**config.mk**
```make
export PLATFORM = sky130hd
export DESIGN_NAME = word_stream_mux
export DESIGN_NICKNAME = d
export VERILOG_FILES = /design/src/rtl/word_stream_mux.sv
export SDC_FILE = /design/constraint.sdc
export NUM_CORES = 1
export LEC_CHECK = 0
export CAP_MARGIN = 25
export CORE_AREA = 2 2 164 166
export CTS_CLUSTER_SIZE = 24
export DETAILED_ROUTE_END_ITERATION = 16
export DIE_AREA = 0 0 166 168
export PLACE_DENSITY = 0.79
export SLEW_MARGIN = 25
export SYNTH_ARGS = -nofsm -noshare
export SYNTH_HDL_FRONTEND = slang
export SYNTH_SLANG_ARGS = --single-unit
```
**constraint.sdc**
```tcl
create_clock -name clk -period 12.6 [get_ports clk]
set_clock_uncertainty 0.2 [all_clocks]
set_input_delay 3.15 -clock clk [delete_from_list [all_inputs] [get_ports clk]]
set_output_delay 3.15 -clock clk [all_outputs]
set_load 0.02 [all_outputs]
```
**src/rtl/word_stream_mux.sv**
```systemverilog
// word_stream_mux: captures a bank of CHANNELS words and streams a run of
// them out one word per valid/ready beat, with wrap-around indexing.
//
// Ports:
//   clk, rst        clock, synchronous active-high reset
//   in_bus          flattened input words, word k = in_bus[k*WIDTH +: WIDTH]
//   start           stream request, sampled only while idle
//   start_idx       index of the first word
//   count           words to emit (0..CHANNELS, larger values clip)
//   stride          index step per beat (honoured only with the macro below)
//   out_data        registered output word
//   out_valid       out_data valid
//   out_ready       consumer ready
//   out_last        marks the final word of a stream
//   busy            a stream is in progress
//   done            one-cycle pulse after a stream completes
//
// Build option: define WORD_STREAM_MUX_STRIDE_EN to honour the stride port;
// without it the index always advances by one.

module word_stream_mux #(
    parameter int WIDTH    = 16,
    parameter int CHANNELS = 16,
    localparam int SEL_W   = $clog2(CHANNELS)
) (
    input  logic                      clk,
    input  logic                      rst,
    input  logic [CHANNELS*WIDTH-1:0] in_bus,
    input  logic                      start,
    input  logic [SEL_W-1:0]          start_idx,
    input  logic [SEL_W:0]            count,
    input  logic [SEL_W-1:0]          stride,
    output logic [WIDTH-1:0]          out_data,
    output logic                      out_valid,
    input  logic                      out_ready,
    output logic                      out_last,
    output logic                      busy,
    output logic                      done
);

    localparam logic [0:0] S_IDLE   = 1'b0;
    localparam logic [0:0] S_STREAM = 1'b1;

    localparam logic [SEL_W:0] CH_CNT = (SEL_W+1)'(CHANNELS);
    localparam logic [SEL_W:0] ONE    = (SEL_W+1)'(1);
    localparam logic [SEL_W:0] TWO    = (SEL_W+1)'(2);

    logic [0:0]       state_q, state_d;
    logic [SEL_W-1:0] idx_q, idx_d;
    logic [SEL_W:0]   rem_q, rem_d;
    logic [SEL_W-1:0] stride_q, stride_d;
    logic [WIDTH-1:0] data_q, data_d;
    logic             valid_q, valid_d;
    logic             last_q, last_d;
    logic             done_q, done_d;
    logic             load;

    logic [WIDTH-1:0] bank_q [CHANNELS];
    logic [WIDTH-1:0] in_words [CHANNELS];

    logic [SEL_W-1:0] stride_in;
    logic [SEL_W-1:0] idx_nxt;
    logic [SEL_W:0]   cnt_clip;
    logic             fire;

`ifdef WORD_STREAM_MUX_STRIDE_EN
    assign stride_in = stride;
`else
    assign stride_in = SEL_W'(1);
    logic unused_stride;
    assign unused_stride = ^stride;
`endif

    always_comb begin
        for (int k = 0; k < CHANNELS; k++) begin
            in_words[k] = in_bus[k*WIDTH +: WIDTH];
        end
    end

    assign cnt_clip = (count > CH_CNT) ? CH_CNT : count;
    assign fire     = valid_q & out_ready;
    // Index arithmetic wraps naturally at SEL_W bits (CHANNELS is 2^SEL_W).
    assign idx_nxt  = idx_q + stride_q;

    always_comb begin
        state_d  = state_q;
        idx_d    = idx_q;
        rem_d    = rem_q;
        stride_d = stride_q;
        data_d   = data_q;
        valid_d  = valid_q;
        last_d   = last_q;
        done_d   = 1'b0;
        load     = 1'b0;
        case (state_q)
            S_IDLE: begin
                if (start) begin
                    if (count != '0) begin
                        load     = 1'b1;
                        state_d  = S_STREAM;
                        idx_d    = start_idx;
                        rem_d    = cnt_clip;
                        stride_d = stride_in;
                        data_d   = in_words[start_idx];
                        valid_d  = 1'b1;
                        last_d   = (cnt_clip == ONE);
                    end else begin
                        done_d = 1'b1;
                    end
                end
            end
            S_STREAM: begin
                if (fire) begin
                    if (rem_q == ONE) begin
                        state_d = S_IDLE;
                        valid_d = 1'b0;
                        last_d  = 1'b0;
                        done_d  = 1'b1;
                    end else begin
                        // Pre-fetch the next word so out_data stays registered.
                        idx_d  = idx_nxt;
                        rem_d  = rem_q - ONE;
                        data_d = bank_q[idx_nxt];
                        last_d = (rem_q == TWO);
                    end
                end
            end
            default: state_d = S_IDLE;
        endcase
    end

    always_ff @(posedge clk) begin
        if (rst) begin
            state_q  <= S_IDLE;
            idx_q    <= '0;
            rem_q    <= '0;
            stride_q <= '0;
            data_q   <= '0;
            valid_q  <= 1'b0;
            last_q   <= 1'b0;
            done_q   <= 1'b0;
        end else begin
            state_q  <= state_d;
            idx_q    <= idx_d;
            rem_q    <= rem_d;
            stride_q <= stride_d;
            data_q   <= data_d;
            valid_q  <= valid_d;
            last_q   <= last_d;
            done_q   <= done_d;
        end
    end

    // Bank is pure storage; its contents only matter after a load.
    always_ff @(posedge clk) begin
        if (load) begin
            bank_q <= in_words;
        end
    end

    assign out_data  = data_q;
    assign out_valid = valid_q;
    assign out_last  = last_q;
    assign busy      = (state_q == S_STREAM);
    assign done      = done_q;

endmodule

```
==> metrics.md, run 1 <==
| Metric | Value |
|---|---|
| Most common cell after layout, fill and taps aside | clkdlybuf4s50_1 |
| Die ar. | about 28,000 um^2 |
| CTS Root Cell | clkbuf_16 |
| Crit path time final | between 5000 and 6000 ps |
| Vias in the first global route | between 8,000 and 9,000 |
| CTS Buf Count | 31 |
| Total wire length | roughly 33 mm |
| # rows | 60 |
| Min-Delay Path Depth | 2 |
| Worst Max-Slew Pin Slew | 953 ps |
| Placed cell area | 16,300 um^2 |
| Main synth FF type | edfxtp_1 |
| LEAKAGE | 0.00595 uW |
| Clock power share | between 30% and 40% |
| HPWL after DPL | 22.0 mm |
| Port bufs | 288 |
| Initial antenna violation count | 6 |
| CTS tree | built |
| Hold_sp | out_data[13]$_SDFFE_PP0P_ |
| Setup bufs post-CTS | 0 |
| Reg2Reg Depth | 4 |
| Worst r2r src | busy$_SDFF_PP0_ |
| Share of post-route cells with drive strength above 1 | 20.4% |
| Seq/Total Area, Yosys | 62.9% |
| Synth unique cells | slightly below 60 |
| Peak supply drop | slightly below 0.1 mV |
| Die Width | ~170 um |
| Crit Path Category | in -> reg |
| Most frequent cells in the layout | 285 x clkdlybuf4s50_1, 256 x edfxtp_1, 121 x mux4_2 |
| FFs w/ async S/R, synth | 0% |
| Comb power frac | 16.5% |
| CTS clock-pin slew for the worst setup and hold paths | ~60 ps |
| Drt drc | 0 |
| Layout area overhead | 32.7% |
| Vias post-DR | approximately 8,200 |
| Outcome | complete, no violations |
| Pint | between 1500 and 2000 uW |
| Final Cycle Share | between 40 and 50% |
| Clk_lat worst skew | 560 ps |
| Register bit total from synthesis | about 290 |
| Post-CTS Resized | 0 |
| R2r setup slk | ~9100 ps |
| Data required time at the worst endpoint | about 13,000 ps |
| Mean area per synthesized cell | between 15 and 20 um^2 |
| RSZ-0062 raised after global routing | false |
| Setup tns final | 0 ps |
| Synth warn | 0 |
| Sink Count | roughly 290 |
| Die height | around 170 um |
| Max FO, Critical Path | roughly 120 |
| Startpoint Class | primary input |
| Hold Path Sink | out_data[13]$_SDFFE_PP0P_ |
| RePlAce Congestion | between 0.7 and 0.8 |
| Relative slew slack | 36.4% |
| Final setup viols | 0 |
| MaxCap Viol Count | 0 |
| Endpoints failing hold | 0 |
| Post-synth EDFFs | 256 |
| Final nets | between 1,000 and 1,500 |
| Synth Cell Area | 13,200 um^2 |
| Multi-input gate area | between 4000 and 5000 um^2 |
| Total net switching power | between 500 and 600 uW |
| Clock Path Buffers | 3 |
| CP arrival | just under 6000 ps |
| Achievable Freq | 172 MHz |
| Sw Ratio | between 20% and 30% |
| WL per Instance | between 20 and 25 um |
| ANT nets after route | 0 |
| Hold buffer count at CTS | 0 |
| Hold WC Path Type | reg -> reg |
| Filler cells | approximately 1,800 |
| Synthesized instance count | 730 |
| First-pass GRT wire length | just over 50 mm |
| Starting density of the core | about half |
| Avg Vias per Cell | roughly 5.9 |
| Core region area | about 26,000 um^2 |
| Gr ovfl total | 0 |
| Syn Nets | between 1,000 and 1,500 |
| Detailed Route Iter0 Violations | 800 |
| Detailed Routing Iterations Pass 1 | 5 |
| Seq pwr share | 44.6% |
| Number of top-level pins | ~300 |
| PwrDens | around 150 nW/um^2 |
| Total Routing Usage GR | 23.9% |
| Max Slew Vio Count | 0 |
| Crit end category | flip-flop |
| H-Tree Depth | 1 |
| Largest net degree at the start of global routing | around 120 |
| Reg2reg end | bank_q[248]$_DFFE_PP_ |
| Post-route cell area | 17,500 um^2 |
| Reg area | between 8000 and 9000 um^2 |
[Yosys cell counts, drive strengths merged (2+ instances only)]
| cell type | number | area, um^2 |
|---|---|---|
| a21oi | 21 | 105 |
| o22ai | 15 | 93.8 |
| dfxtp | 30 | 601 |
| a211oi | 6 | 45.0 |
| nor2b | 3 | 18.8 |
| nor2 | 15 | 56.3 |
| nand3 | 11 | 55.1 |
| inv | 10 | 37.5 |
| nor3 | 3 | 15.0 |
| xnor2 | 2 | 25.0 |
| edfxtp | 256 | 7690 |
| nand2 | 69 | 264 |
| mux4 | 123 | 2780 |
| and2 | 2 | 15.0 |
| o211ai | 8 | 60.1 |
| buf | 44 | 264 |
| nor4 | 3 | 31.3 |
| nand2b | 2 | 12.5 |
| a221oi | 3 | 26.3 |
| a2111oi | 4 | 53.8 |
| o21ai | 6 | 33.8 |
| and3 | 3 | 18.8 |
| ha | 5 | 62.6 |
| clkbuf | 7 | 26.3 |
| o2111ai | 2 | 30.0 |
| mux2 | 7 | 78.8 |
| mux2i | 48 | 480 |
| a311oi | 3 | 26.3 |
[logic make-up (layout without fill, tap and decap cells)]
family | count (synthesis) | in the layout | synth area share (%)
flip-flops | 286 | 286 | 62.9
multiplexers | 178 | 178 | 25.3
AND/OR/NAND/NOR | 118 | 118 | 4.15
AO/OA/AOI/OAI | 79 | 79 | 4.33
buffers and inverters | 61 | 367 | 2.49
adder cells (fa/ha/maj) | 5 | 5 | 0.475
XOR/XNOR | 3 | 3 | 0.313
other | 0 | 4 | 0
[power groups by stage]
stage	Combinational (uW)	Clock (uW)	Sequential [uW]
final	419	988	1130
after global routing	451	1040	1140
after CTS	422	1000	1130
after detailed placement	419	0	1150
after global placement	415	0	1150
after floorplan	247	0	1160
[per-stage QoR]
stage | total power (uW) | cells | hold slack [ps] | utilization, % | setup WS [ps]
finish | 2540 | 1381 | 287 | 66.4 | 6770
global route | 2630 | 1379 | 317 | 66.3 | 6640
CTS | 2560 | 1376 | 291 | 66.2 | 6810
detailed placement | 1570 | 1319 | 278 | 62.0 | 6230
global placement | 1560 | 1319 | 268 | 62.0 | 6310
floorplan | 1410 | 730 | 245 | - | 2760
[critical path, stage by stage]
cell	delay, ps
clkdlybuf4s50_1	450
nor2b_1	370
o21ai_2	240
inv_8	650
buf_4	860
[routing by layer]
layer  global-route usage [%]  routed length (um)  up-vias
met5                        0                  27        -
met1                     29.7               12600     4162
met2                     42.7               17300      314
met4                     6.05                 869        4
met3                     5.31                2410       56
li1                         -                   -     3616
[final cells by class]
type / count / share of cell area, %
Clock buffer: 32 / 4.46
Timing Repair Buffer: 300 / 17.1
Sequential cell: 286 / 47.4
Multi-Input combinational cell: 383 / 26.4
Inverter: 10 / 0.258
Clock inverter: 25 / 1.96
Tap cell: 341 / 2.44
Antenna cell: 4 / 0.0572
[registers in the layout, summed over array words and instances (netlist names)]
register / flops
out_data: 16
rem_q: 5
stride_q: 1
done: 1
idx_q: 4
out_valid: 1
out_last: 1
bank_q: 256
busy: 1
[worst max path at each step]
| stage | from | depth (start not counted) | end |
|---|---|---|---|
| final | start | 5 | bank_q[248]$_DFFE_PP_ |
| after floorplan | start | 5 | out_last$_SDFFE_PP0P_ |
| after detailed placement | start | 5 | bank_q[111]$_DFFE_PP_ |
| after global placement | start | 5 | bank_q[47]$_DFFE_PP_ |
| after global routing | start | 5 | bank_q[200]$_DFFE_PP_ |
| after CTS | start | 5 | bank_q[47]$_DFFE_PP_ |
Note: power is estimated with default switching activity, not from simulation.
==> inputs of run 2 (changes only) <==
- CORE_AREA: 2 2 164 166 -> 2 2 173 175
- DIE_AREA: 0 0 166 168 -> 0 0 175 177
- PLACE_DENSITY: 0.79 -> 0.75
- clock period: 12.6 -> 4.9 ns (I/O delays scaled with it)
==> metrics.md, run 2 (synthesized netlist as in run 1, its figures left out) <==
| Metric | Value |
|---|---|
| Outcome | complete, no violations |
| CTS tree | built |
| Sink Count | 286 (unchanged) |
| Worst Hold Slack | 295 ps (+7.98 ps) |
| Port bufs | 288 (unchanged) |
| Placed cell area | 16,400 um^2 (+0.72%) |
| Met1 Use GR | 26.7% (-3.0 points) |
| Most frequent cells in the layout | 285 x clkdlybuf4s50_1, 256 x edfxtp_1, 121 x mux4_2 |
| Levels on crit path | 1 (-4) |
| Total wire length | 33.4 mm (+0.40%) |
| First-pass GRT wire length | 49.8 mm (-2.1%) |
| Post-CTS Resized | 0 (unchanged) |
| Max FO, Critical Path | 22 (-82%) |
| CTS Root Cell | clkbuf_16 |
| H-Tree Depth | 1 (unchanged) |
| Data required time at the worst endpoint | 3470 ps (-9090 ps) |
| Achievable Freq | between 200 and 300 MHz |
| Share of post-route cells with drive strength above 1 | 20.4% (unchanged) |
| Peak supply drop | 0.229 mV (+140%) |
| MaxCap Viol Count | 0 (unchanged) |
| Die ar. | 31,000 um^2 (+11%) |
| CP arrival | 2140 ps (-3650 ps) |
| CTS Buf Count | 30 (-3.2%) |
| Max Slew Vio Count | 0 (unchanged) |
| Reg2Reg Depth | 5 (+1) |
| Worst r2r src | busy$_SDFF_PP0_ |
| Vias in the first global route | 8,535 (-3.6%) |
| ANT nets after route | 0 (unchanged) |
| WL per Instance | 23.4 um (-3.0%) |
| Setup bufs post-CTS | 0 (unchanged) |
| Crit Path Category | reg -> out |
| CTS clock-pin slew for the worst setup and hold paths | 60 ps (about the same) |
| Met3 Resource Use GR | 4.06% (-1.3 points) |
| Relative slew slack | 35.2% (-1.3 points) |
| GR met2 Demand/Resource | 38.9% (-3.8 points) |
| Startpoint Class | flip-flop |
| Hold WC Path Type | reg -> reg |
| Clk_lat worst skew | 540 ps (-20 ps) |
| Most common cell after layout, fill and taps aside | clkdlybuf4s50_1 |
| Die height | 177 um (+5.4%) |
| Initial antenna violation count | 3 (-3) |
| Final Cycle Share | between 70% and 80% |
| Most Crowded Layer GR | met2 |
| Avg Vias per Cell | 5.61 (-5.0%) |
| Crit path time final | 3560 ps |
| Die Width | 175 um (+5.4%) |
| Min-Delay Path Depth | 2 (unchanged) |
| Final setup viols | 0 (unchanged) |
| Top delay family on crit path | flip-flops |
| Clock Path Buffers | 3 (unchanged) |
| Setup tns final | 0 ps (unchanged) |
| # rows | 63 (+5.0%) |
| Layout area overhead | 33.3% |
| Crit-path max cell delay | 840 ps (-20 ps) |
| Max reg flops | 256 (unchanged) |
| Endpoints failing hold | 0 (unchanged) |
| HPWL after DPL | 23.1 mm (+5.2%) |
| Detailed Route Iter0 Violations | 602 (-25%) |
| Hold_sp | out_data[11]$_SDFFE_PP0P_ |
| Worst Max-Slew Pin Slew | 973 ps (+19.2 ps) |
| Gr ovfl total | 0 (unchanged) |
| Drt drc | 0 (unchanged) |
| RSZ-0062 raised after global routing | false |
| Critical Path Start | busy$_SDFF_PP0_ |
| Detailed Routing Iterations Pass 1 | 4 (-1) |
| Number of top-level pins | 293 (unchanged) |
| Largest net degree at the start of global routing | 140 (+14%) |
| Core region area | 29,200 um^2 (+11%) |
| WP buf/inv | 1 (-2) |
| Post-route cell area | 17,600 um^2 (+0.38%) |
| Worst path cell trace | clkdlybuf4s50_1 |
| Total Routing Usage GR | 21.5% (-2.4 points) |
| PwrDens | 369 nW/um^2 (+150%) |
| Final nets | 1,290 (unchanged) |
| LEAKAGE | 0.00595 uW (about the same) |
| RePlAce Congestion | 0.774 (-2.1%) |
| Worst path slowest cell | dfxtp_1 |
| Hold buffer count at CTS | 0 (unchanged) |
| Crit end category | output port |
| Reg with most FFs | bank_q |
| Vias post-DR | 8,017 (-1.7%) |
| Starting density of the core | 45.0% (-4.9 points) |
## run 2: changes by cell type in the layout (fill, tap and decap cells not counted), moves of 2 or more
cell and delta:
buf_12 +3, bufinv_16 -2, clkbuf_8 +6, clkbuf_1 +5, clkinv_2 -2, inv_6 -2, clkinv_1 -5
## run 2: final cells by class
| cell class | count | area [um^2] |
|---|---|---|
| inverters | 10 | 41.3 |
| multi-input cells | 383 | 4620 |
| diodes | 3 | 7.51 |
| clock buffers | 43 | 881 |
| fillers | 2171 | 11700 |
| repair buffers | 301 | 3010 |
| well taps | 390 | 488 |
| clock inverters | 13 | 220 |
| flip-flops and latches | 286 | 8290 |
## run 2: power breakdown
| part | internal (uW) | total (uW) | switching (uW) |
|---|---|---|---|
| combinational | 594 | 1090 | 493 |
| clock | 1560 | 2480 | 919 |
| sequential | 2860 | 2910 | 57.3 |
## run 2: final timing paths
kind | to | slack [ps]
worst max register to register | out_data[0]$_SDFFE_PP0P_ | 1850
worst min-delay path | out_data[11]$_SDFFE_PP0P_ | 300
worst max-delay path | busy | 1340
worst min register to register | out_data[11]$_SDFFE_PP0P_ | 300
## run 2: routing by layer
layer | up-vias | share of wire [%]
li1 | 3607 | -
met1 | 4035 | 38
met2 | 320 | 53
met3 | 55 | 6.9
met4 | 0 | 2.2
met5 | - | 0
## run 2: stage by stage
step	setup WS, ps	util (%)	total power, uW	std cells
after floorplan	-1640	-	3620	730
after global placement	879	56.2	4050	1370
after detailed placement	780	56.2	4060	1370
after CTS	1300	60.0	6540	1426
after global routing	1190	60.0	6700	1429
final	1340	60.0	6480	1429
==> inputs of run 3 (changes only) <==
- CORE_AREA: 2 2 173 175 -> 2 2 164 166
- DIE_AREA: 0 0 175 177 -> 0 0 166 168
- PLACE_DENSITY: 0.75 -> 0.79
- clock period: 4.9 -> 3.3 ns (I/O delays scaled with it)
==> metrics.md, run 3 (synthesized netlist as in run 1, its figures left out) <==
| Metric | Value |
|---|---|
| Outcome | complete, no violations |
| Share of post-route cells with drive strength above 1 | 21.5% (+1.1 points) |
| Crit Path Category | reg -> out |
| Crit path time final | 2860 ps |
| Crit-path max cell delay | 690 ps (-150 ps) |
| Sw Ratio | 23.1% (+0.39 points) |
| Detailed Route Iter0 Violations | 629 (+4.5%) |
| MaxCap Viol Count | 0 (unchanged) |
| Die height | 168 um (-5.1%) |
| Post-CTS Resized | 0 (unchanged) |
| Clock power share | 37.8% (-0.5 points) |
| Pre-CTS setup slack | 195 ps (-585 ps) |
| Starting density of the core | 50.0% (+4.9 points) |
| Setup WS post-layout | 442 ps (-895 ps) |
| Worst Max-Slew Pin Slew | 808 ps (-165 ps) |
| Total wire length | 33.5 mm (+0.22%) |
| Port bufs | 288 (unchanged) |
| Gr ovfl total | 0 (unchanged) |
| Vias in the first global route | 8,752 (+2.5%) |
| Max reg flops | 256 (unchanged) |
| Filler cells | 1,819 (-16%) |
| Power after layout | 9620 uW (+48%) |
| Most common cell after layout, fill and taps aside | clkdlybuf4s50_1 |
| Layout area overhead | 34.3% |
| CTS Buf Count | 30 (unchanged) |
| Achievable Freq | between 300 and 400 MHz |
| HPWL after DPL | 23.4 mm (+1.2%) |
| Number of top-level pins | 293 (unchanged) |
| Core region area | 26,400 um^2 (-9.9%) |
| Reg with most FFs | bank_q |
| Largest net degree at the start of global routing | 145 (+3.6%) |
| Comb power frac | 17.3% (+0.5 points) |
| Die Width | 166 um (-5.1%) |
| Vias post-DR | 8,268 (+3.1%) |
| RePlAce Congestion | 0.804 (+3.8%) |
| # rows | 60 (-4.8%) |
| Final setup viols | 0 (unchanged) |
| CTS Root Cell | clkbuf_16 |
| Drt drc | 0 (unchanged) |
| Worst Hold Slack | 290 ps (-5.63 ps) |
| RSZ-0062 raised after global routing | false |
| Clock Path Buffers | 3 (unchanged) |
| Max FO, Critical Path | 14 (-36%) |
| WL per Instance | 24.0 um (+2.5%) |
| Max Slew Vio Count | 0 (unchanged) |
| CTS tree | built |
| Relative slew slack | 46.1% (+11 points) |
| CTS clock-pin slew for the worst setup and hold paths | 60 ps (about the same) |
| Initial antenna violation count | 4 (+1) |
| Total net switching power | 2220 uW (+51%) |
| Final non-filler cell total | 1,397 (-2.2%) |
| Data required time at the worst endpoint | 2270 ps (-1200 ps) |
| Hold WC Path Type | reg -> reg |
| Peak supply drop | 0.498 mV (+120%) |
| PwrDens | 544 nW/um^2 (+47%) |
| Detailed Routing Iterations Pass 1 | 5 (+1) |
| LEAKAGE | 0.00605 uW (+1.8%) |
| ANT nets after route | 0 (unchanged) |
| Worst path slowest cell | clkdlybuf4s50_1 |
| Die ar. | 27,900 um^2 (-10%) |
| Avg Vias per Cell | 5.92 (+5.5%) |
| Top delay family on crit path | buffers and inverters |
| Sink Count | 286 (unchanged) |
| First-pass GRT wire length | 50.7 mm (+1.8%) |
| Final Cycle Share | between 80% and 90% |
| Seq pwr share | 44.9% (about the same) |
| H-Tree Depth | 1 (unchanged) |
| Worst path cell trace | clkdlybuf4s50_1 |
| WP buf/inv | 1 (unchanged) |
| Total Routing Usage GR | 23.8% (+2.4 points) |
| Final nets | 1,306 (+1.2%) |
| Hold buffer count at CTS | 0 (unchanged) |
| Crit end category | output port |
| Most frequent cells in the layout | 285 x clkdlybuf4s50_1, 256 x edfxtp_1, 121 x mux4_2 |
| Startpoint Class | flip-flop |
| CP arrival | 1830 ps (-310 ps) |
| Placed instance count | 1,337 (-2.4%) |
| Pint | 7400 uW (+48%) |
| Endpoints failing hold | 0 (unchanged) |
| Setup bufs post-CTS | 0 (unchanged) |
| Clk_lat worst skew | 550 ps (about the same) |
==> run 3: per-layer routing <==
metal	vias to the layer above	global-route usage, %	share of wire (%)	wire length (um)
met5	-	0	0	0
met4	0	6.77	2.6	867
met3	55	4.70	7.4	2490
met2	374	41.9	52	17300
met1	4197	30.4	38	12800
li1	3642	-	-	-
==> run 3: path summary, 6_finish.rpt <==
kind / slack [ps] / endpoint / start / depth (start not counted)
setup / recovery: 440 / busy / busy$_SDFF_PP0_ / 1
hold / removal: 290 / out_data[11]$_SDFFE_PP0P_ / out_data[11]$_SDFFE_PP0P_ / 2
setup reg to reg: 740 / out_data[1]$_SDFFE_PP0P_ / idx_q[0]$_SDFFE_PP0P_ / 8
hold reg to reg: 290 / out_data[11]$_SDFFE_PP0P_ / out_data[11]$_SDFFE_PP0P_ / 2
==> run 3: layout make-up <==
cell class | count | area, um^2 | share of cell area [%]
clock buffer | 32 | 779 | 4.41
timing repair buffer | 317 | 3230 | 18.3
multi-input combinational | 383 | 4620 | 26.1
sequential | 286 | 8290 | 46.9
inverter | 10 | 41.3 | 0.233
antenna | 4 | 10.0 | 0.0566
tap | 341 | 427 | 2.41
clock inverter | 24 | 293 | 1.66
==> run 3: per-stage QoR <==
stage	setup TNS [ps]	instance area, um^2	util [%]
after floorplan	-681010	13200	-
after global placement	0	16600	63.0
after detailed placement	0	16600	63.0
after CTS	0	17700	67.1
after global routing	0	17700	67.1
final	0	17700	67.1
==> run 3: power groups by stage <==
| stage | registers (uW) | logic, uW | clock network [uW] |
|---|---|---|---|
| after global routing | 4340 | 1780 | 3830 |
| after floorplan | 4430 | 946 | 0 |
| after CTS | 4320 | 1680 | 3700 |
| final | 4320 | 1660 | 3630 |
| after detailed placement | 4400 | 1670 | 0 |
| after global placement | 4380 | 1660 | 0 |
